--- src/rtl/fp32_mul_seq.sv ---
`default_nettype none
// ============================================================================
// Module   : fp32_mul_seq
// Brief    : Multi-cycle FP32 multiplier (shift-add significand, truncating,
//            denormals flushed to zero) with valid/ready on both sides.
// Revision : 1.0
// ============================================================================

module fp32_mul_seq #(
    parameter int          BITS_PER_CYCLE = 1,
    parameter logic [31:0] CANON_NAN      = 32'h7FC0_0000
) (
    input  logic        clk,
    input  logic        reset,
    input  logic        in_valid,
    output logic        in_ready,
    input  logic [31:0] in_a,
    input  logic [31:0] in_b,
    output logic        out_valid,
    input  logic        out_ready,
    output logic [31:0] out_result,
    output logic [2:0]  out_flags,
    output logic        busy
);

    localparam int         c_MUL_CYCLES = 24 / BITS_PER_CYCLE;
    localparam logic [4:0] c_LAST_COUNT = 5'(c_MUL_CYCLES - 1);

    localparam logic [2:0] c_IDLE     = 3'd0;
    localparam logic [2:0] c_CLASSIFY = 3'd1;
    localparam logic [2:0] c_MUL      = 3'd2;
    localparam logic [2:0] c_NORM     = 3'd3;
    localparam logic [2:0] c_DONE     = 3'd4;

    logic [2:0]        r_state, w_state_next;
    logic [31:0]       r_a, r_b;
    logic              r_sign;
    logic signed [9:0] r_exp;
    logic [47:0]       r_acc;
    logic [47:0]       r_ma_sh;
    logic [23:0]       r_mb_sh;
    logic [4:0]        r_count;
    logic [31:0]       r_result;
    logic [2:0]        r_flags;

    logic [7:0]        w_ea, w_eb;
    logic              w_zero_a, w_zero_b, w_inf_a, w_inf_b, w_nan_a, w_nan_b;
    logic              w_sign, w_special;
    logic signed [9:0] w_exp_sum;
    logic [31:0]       w_spec_result;
    logic [2:0]        w_spec_flags;
    logic [47:0]       w_acc_sum;
    logic signed [9:0] w_norm_exp;
    logic [22:0]       w_norm_mant;
    logic [31:0]       w_norm_result;
    logic [2:0]        w_norm_flags;

    // Operand decode; a zero exponent field covers both zero and denormal.
    assign w_ea      = r_a[30:23];
    assign w_eb      = r_b[30:23];
    assign w_zero_a  = (w_ea == 8'h00);
    assign w_zero_b  = (w_eb == 8'h00);
    assign w_inf_a   = (w_ea == 8'hFF) && (r_a[22:0] == 23'd0);
    assign w_inf_b   = (w_eb == 8'hFF) && (r_b[22:0] == 23'd0);
    assign w_nan_a   = (w_ea == 8'hFF) && (r_a[22:0] != 23'd0);
    assign w_nan_b   = (w_eb == 8'hFF) && (r_b[22:0] != 23'd0);
    assign w_sign    = r_a[31] ^ r_b[31];
    assign w_special = w_zero_a | w_zero_b | w_inf_a | w_inf_b | w_nan_a | w_nan_b;
    assign w_exp_sum = $signed({2'b00, w_ea}) + $signed({2'b00, w_eb}) - 10'sd127;

    always_comb begin
        w_spec_result = {w_sign, 31'd0};
        w_spec_flags  = 3'b000;
        if (w_nan_a || w_nan_b || (w_inf_a && w_zero_b) || (w_zero_a && w_inf_b)) begin
            w_spec_result = CANON_NAN;
            w_spec_flags  = 3'b100;
        end else if (w_inf_a || w_inf_b) begin
            w_spec_result = {w_sign, 8'hFF, 23'd0};
        end
    end

    // Consume the low BITS_PER_CYCLE multiplier bits against the pre-shifted multiplicand.
    always_comb begin
        w_acc_sum = r_acc;
        for (int j = 0; j < BITS_PER_CYCLE; j++) begin
            if (r_mb_sh[j]) begin
                w_acc_sum = w_acc_sum + (r_ma_sh << j);
            end
        end
    end

    assign w_norm_exp  = r_acc[47] ? (r_exp + 10'sd1) : r_exp;
    assign w_norm_mant = r_acc[47] ? r_acc[46:24] : r_acc[45:23];

    always_comb begin
        w_norm_result = {r_sign, w_norm_exp[7:0], w_norm_mant};
        w_norm_flags  = 3'b000;
        if (w_norm_exp >= 10'sd255) begin
            w_norm_result = {r_sign, 8'hFF, 23'd0};
            w_norm_flags  = 3'b010;
        end else if (w_norm_exp <= 10'sd0) begin
            w_norm_result = {r_sign, 31'd0};
            w_norm_flags  = 3'b001;
        end
    end

    always_ff @(posedge clk) begin
        if (reset) begin
            r_state <= c_IDLE;
        end else begin
            r_state <= w_state_next;
        end
    end

    always_comb begin
        w_state_next = r_state;
        case (r_state)
            c_IDLE:     if (in_valid) w_state_next = c_CLASSIFY;
            c_CLASSIFY: w_state_next = w_special ? c_DONE : c_MUL;
            c_MUL:      if (r_count == c_LAST_COUNT) w_state_next = c_NORM;
            c_NORM:     w_state_next = c_DONE;
            c_DONE:     if (out_ready) w_state_next = c_IDLE;
            default:    w_state_next = c_IDLE;
        endcase
    end

    always_ff @(posedge clk) begin
        if (reset) begin
            r_a      <= 32'd0;
            r_b      <= 32'd0;
            r_sign   <= 1'b0;
            r_exp    <= 10'sd0;
            r_acc    <= 48'd0;
            r_ma_sh  <= 48'd0;
            r_mb_sh  <= 24'd0;
            r_count  <= 5'd0;
            r_result <= 32'd0;
            r_flags  <= 3'b000;
        end else begin
            case (r_state)
                c_IDLE: begin
                    if (in_valid) begin
                        r_a <= in_a;
                        r_b <= in_b;
                    end
                end
                c_CLASSIFY: begin
                    r_sign  <= w_sign;
                    r_exp   <= w_exp_sum;
                    r_acc   <= 48'd0;
                    r_count <= 5'd0;
                    r_ma_sh <= {24'd0, 1'b1, r_a[22:0]};
                    r_mb_sh <= {1'b1, r_b[22:0]};
                    if (w_special) begin
                        r_result <= w_spec_result;
                        r_flags  <= w_spec_flags;
                    end
                end
                c_MUL: begin
                    r_acc   <= w_acc_sum;
                    r_ma_sh <= r_ma_sh << BITS_PER_CYCLE;
                    r_mb_sh <= r_mb_sh >> BITS_PER_CYCLE;
                    r_count <= r_count + 5'd1;
                end
                c_NORM: begin
                    r_result <= w_norm_result;
                    r_flags  <= w_norm_flags;
                end
                default: ;
            endcase
        end
    end

    assign in_ready   = (r_state == c_IDLE);
    assign out_valid  = (r_state == c_DONE);
    assign busy       = (r_state != c_IDLE);
    assign out_result = r_result;
    assign out_flags  = r_flags;

endmodule

`default_nettype wire

--- config.mk ---
export PLATFORM = sky130hd
export DESIGN_NAME = fp32_mul_seq
export DESIGN_NICKNAME = d
export VERILOG_FILES = /design/src/rtl/fp32_mul_seq.sv
export SDC_FILE = /design/constraint.sdc
export NUM_CORES = 1
export LEC_CHECK = 0
export ABC_AREA = 1
export CAP_MARGIN = 20
export CORE_UTILIZATION = 40
export CTS_CLUSTER_SIZE = 20
export DETAILED_ROUTE_END_ITERATION = 12
export PLACE_DENSITY_LB_ADDON = 0.3
export SETUP_SLACK_MARGIN = 0.2
export SKIP_CTS_REPAIR_TIMING = 1
export SLEW_MARGIN = 20
export SYNTH_ARGS = -nofsm -noshare
export SYNTH_HDL_FRONTEND = slang
export SYNTH_SLANG_ARGS = --single-unit
export TNS_END_PERCENT = 1
--- constraint.sdc ---
create_clock -name clk -period 2.7 [get_ports clk]
set_input_delay 0.27 -clock clk [delete_from_list [all_inputs] [get_ports clk]]
set_output_delay 0.27 -clock clk [all_outputs]
set_load 0.05 [all_outputs]
==> metrics <==
result of the run=finished, final reports clean; synthesized area per cell=approximately 6.4 um^2; number of CTS-inserted buffers=27; number of max-capacitance violations reported=0; cell area after synthesis=0.0138 mm^2; launching element type of the critical path=flop; Starting DRT DRC Count=868; post-layout instance count excluding filler cells=2683; shortest period the worst path allows=2440 ps; maximum net fanout on the critical path=5; Critical path destination=r_acc[26]$_SDFFE_PP0P_; number of port buffers=between 100 and 150; fraction of layout cells with a size suffix above 1=5.19%; arrival time worst endpoint=2850 ps; Final Routed Wirelength=40.8 mm; highest attainable clock frequency=0.409 GHz; share of synthesized registers carrying an async set or reset=0%; DP HPWL=30.5 mm; placer's final routability congestion estimate=between 1 and 1.5; clock-pin slew reported for the worst setup and hold paths after clock tree synthesis=around 60 ps; part of the Yosys area used for sequential elements=between 30% and 40%; total overflow reported by the global router=0; Slew HR=39.0%; Slew @ Worst Pin=915 ps; library cell occupying the most area in the post-synthesis netlist=sky130_fd_sc_hd__dfxtp_1; standby leakage power=~7.0 nW; commonest cells after routing, fill and taps aside=651 x sky130_fd_sc_hd__nand2_1, 253 x sky130_fd_sc_hd__a21oi_1, 238 x sky130_fd_sc_hd__dfxtp_1, 231 x sky130_fd_sc_hd__inv_1, 190 x sky130_fd_sc_hd__nor2_1; worst-case setup margin in the final layout=255 ps; vias in the first global route=13100; fill cell instance count of the final layout=3526; reg2reg path depth=13; first drt pass iteration count=6; pre-CTS worst setup slack=164 ps; total nets after synthesis=2279; clock insertion delay at the later pin of the skew report=560 ps; count of endpoints failing setup in the final report=0; WHS Path Cells=3; synth unique cells=43; maximum number of pins on one net before global-route repair=188; total power divided by cell area=776 mW/mm^2; hold violation total from the final report=0; remaining design rule violation count=0; source of the critical timing path=r_ma_sh[0]$_SDFFE_PP0P_; Max clock buf depth=3; number of placed I/O pins=roughly 110; total die area=0.0352 mm^2; critical path data required time=3100 ps; final routed wire length divided by cell count=approximately 15 um; Final period util=around nine tenths; area growth from synthesis to layout=17.5%; Placeable Area=0.0337 mm^2; Via-to-Cell Ratio=5.16; unrepaired setup endpoints after global routing=true; clock tree from TritonCTS=yes; critical path type=flop to flop; portion of synthesized cell area occupied by the leading cell type=34.6%; post-synthesis cell count=2145; number of nets in the layout=~2400; initial core utilization=slightly above 40%; YS warnings=0; maximum level of the CTS H-tree=1; Worst R2R End=r_acc[26]$_SDFFE_PP0P_; library cell used as clock root buffer=sky130_fd_sc_hd__clkbuf_16; Tightest Hold Check Type=primary input to flop; Overall Global Routing Usage=a little under a quarter; number of placement rows=between 60 and 70; maximum resistive drop on vdd=roughly 0.00074 V; number of synthesized register bits=238; r2r startpoint=r_ma_sh[0]$_SDFFE_PP0P_; dominant register cell in the synthesized netlist=sky130_fd_sc_hd__dfxtp_1; count of pins over their slew limit=0; global-route wire length before repair=67.2 mm; number of synthesized flops with an enable pin=0; instance count after placement with tap cells included=2637; antenna-violating nets left=0; register-to-register path setup slack=approximately 260 ps; DR vias=approximately 14000; Die Width=188 um; leading cell type in the layout, fill and taps excluded=sky130_fd_sc_hd__nand2_1; Total Power=about 13 mW; largest clock skew in the final design=11.6 ps; antenna diode count=0; clock sink count=238; kind of capture point of the worst setup path=flop; die height=188 um; Area contributors post-synth=sky130_fd_sc_hd__dfxtp_1 35%, sky130_fd_sc_hd__nand2_1 18%, sky130_fd_sc_hd__a21oi_1 9.2%; sum of negative setup slack=0 ps; initial antenna violation count=0
layer usage:
layer	wire [um]	track usage (%)	share of wire, %
met4	1270	7.38	3.1
met2	18800	38.7	46
met1	18900	31.1	46
met3	1860	2.49	4.6
met5	0	0	0
metrics by stage:
stage	hold WS, ps	area, um^2	util [%]
finish	296	16200	48.1
global route	296	16200	48.1
CTS	282	16200	48.0
detailed placement	457	15300	45.3
global placement	450	15300	45.3
floorplan	435	13800	-
worst max-delay path: stages (launching register included):
cell and delay (ps):
sky130_fd_sc_hd__dfxtp_1 320, sky130_fd_sc_hd__ha_1 260, sky130_fd_sc_hd__fa_2 410, sky130_fd_sc_hd__nand3_1 100, sky130_fd_sc_hd__nand2_2 120, sky130_fd_sc_hd__nand2_1 90
sky130_fd_sc_hd__nand2_1 130, sky130_fd_sc_hd__nand2_1 100, sky130_fd_sc_hd__nand2_1 140, sky130_fd_sc_hd__nand3_1 110, sky130_fd_sc_hd__nand2_1 110, sky130_fd_sc_hd__or2_2 290
sky130_fd_sc_hd__nand2_1 70, sky130_fd_sc_hd__a21oi_1 50
area by class of cell:
class | instances | area (um^2) | area share (%)
tap | 448 | 561 | 3.46
inverter | 238 | 893 | 5.51
timing repair buffer | 135 | 1320 | 8.12
clock inverter | 8 | 155 | 0.958
sequential | 238 | 4760 | 29.4
multi-input combinational | 1578 | 7750 | 47.9
clock buffer | 38 | 757 | 4.67
power by group:
part           total, mW  internal, mW  switching, mW
logic               4.28          1.29           2.99
registers           4.46          4.06          0.404
clock network       3.83          2.33           1.51
total               12.6          7.68           4.90
how the worst min path moves through the flow:
stage / end / from / slack [ps]
CTS: r_a[26]$_SDFFE_PP0P_ / in_a[26] / 280
global placement: r_mb_sh[23]$_SDFFE_PP0P_ / r_mb_sh[23]$_SDFFE_PP0P_ / 450
global route: r_a[26]$_SDFFE_PP0P_ / in_a[26] / 300
detailed placement: out_result[2]$_SDFFE_PP0P_ / out_result[2]$_SDFFE_PP0P_ / 460
floorplan: r_a[31]$_SDFFE_PP0P_ / in_a[31] / 440
finish: r_b[9]$_SDFFE_PP0P_ / in_b[9] / 300
cell usage after synthesis, types with 4 or more instances:
master,n
sky130_fd_sc_hd__nand3b_1,8
sky130_fd_sc_hd__clkbuf_1,62
sky130_fd_sc_hd__nor2_1,194
sky130_fd_sc_hd__o21bai_1,11
sky130_fd_sc_hd__nand2_1,654
sky130_fd_sc_hd__a221oi_1,22
sky130_fd_sc_hd__ha_1,64
sky130_fd_sc_hd__inv_2,6
sky130_fd_sc_hd__buf_6,4
sky130_fd_sc_hd__buf_2,17
sky130_fd_sc_hd__or2_2,11
sky130_fd_sc_hd__dfxtp_1,238
sky130_fd_sc_hd__xor2_1,7
sky130_fd_sc_hd__nand3_1,121
sky130_fd_sc_hd__nand4_1,47
sky130_fd_sc_hd__a21oi_1,253
sky130_fd_sc_hd__a31oi_1,21
sky130_fd_sc_hd__o21ai_0,101
sky130_fd_sc_hd__buf_1,5
sky130_fd_sc_hd__xnor2_1,4
sky130_fd_sc_hd__nor2_2,10
sky130_fd_sc_hd__nor3_1,14
sky130_fd_sc_hd__nand2_2,4
sky130_fd_sc_hd__inv_1,231
registers in the layout (all words and copies together), names as in the netlist:
signal      flops
r_acc          48
r_ma_sh        48
out_result     32
r_a            32
r_b            32
r_mb_sh        24
r_exp          10
r_count         5
out_flags       3
r_state         3
r_sign          1
logic make-up (layout without fill, tap and decap cells):
kind of cell,Yosys count,count (layout),share of synthesized area (%)
AOI/OAI and AO/OA,425,425,16.7
xor gates and xnor gates,11,11,0.699
adders and majority gates,66,66,6.10
buffers and inverters,329,419,9.41
DFF,238,238,34.6
and+or+nand+nor,1076,1076,32.5
Power figures use the tool's default switching activity.
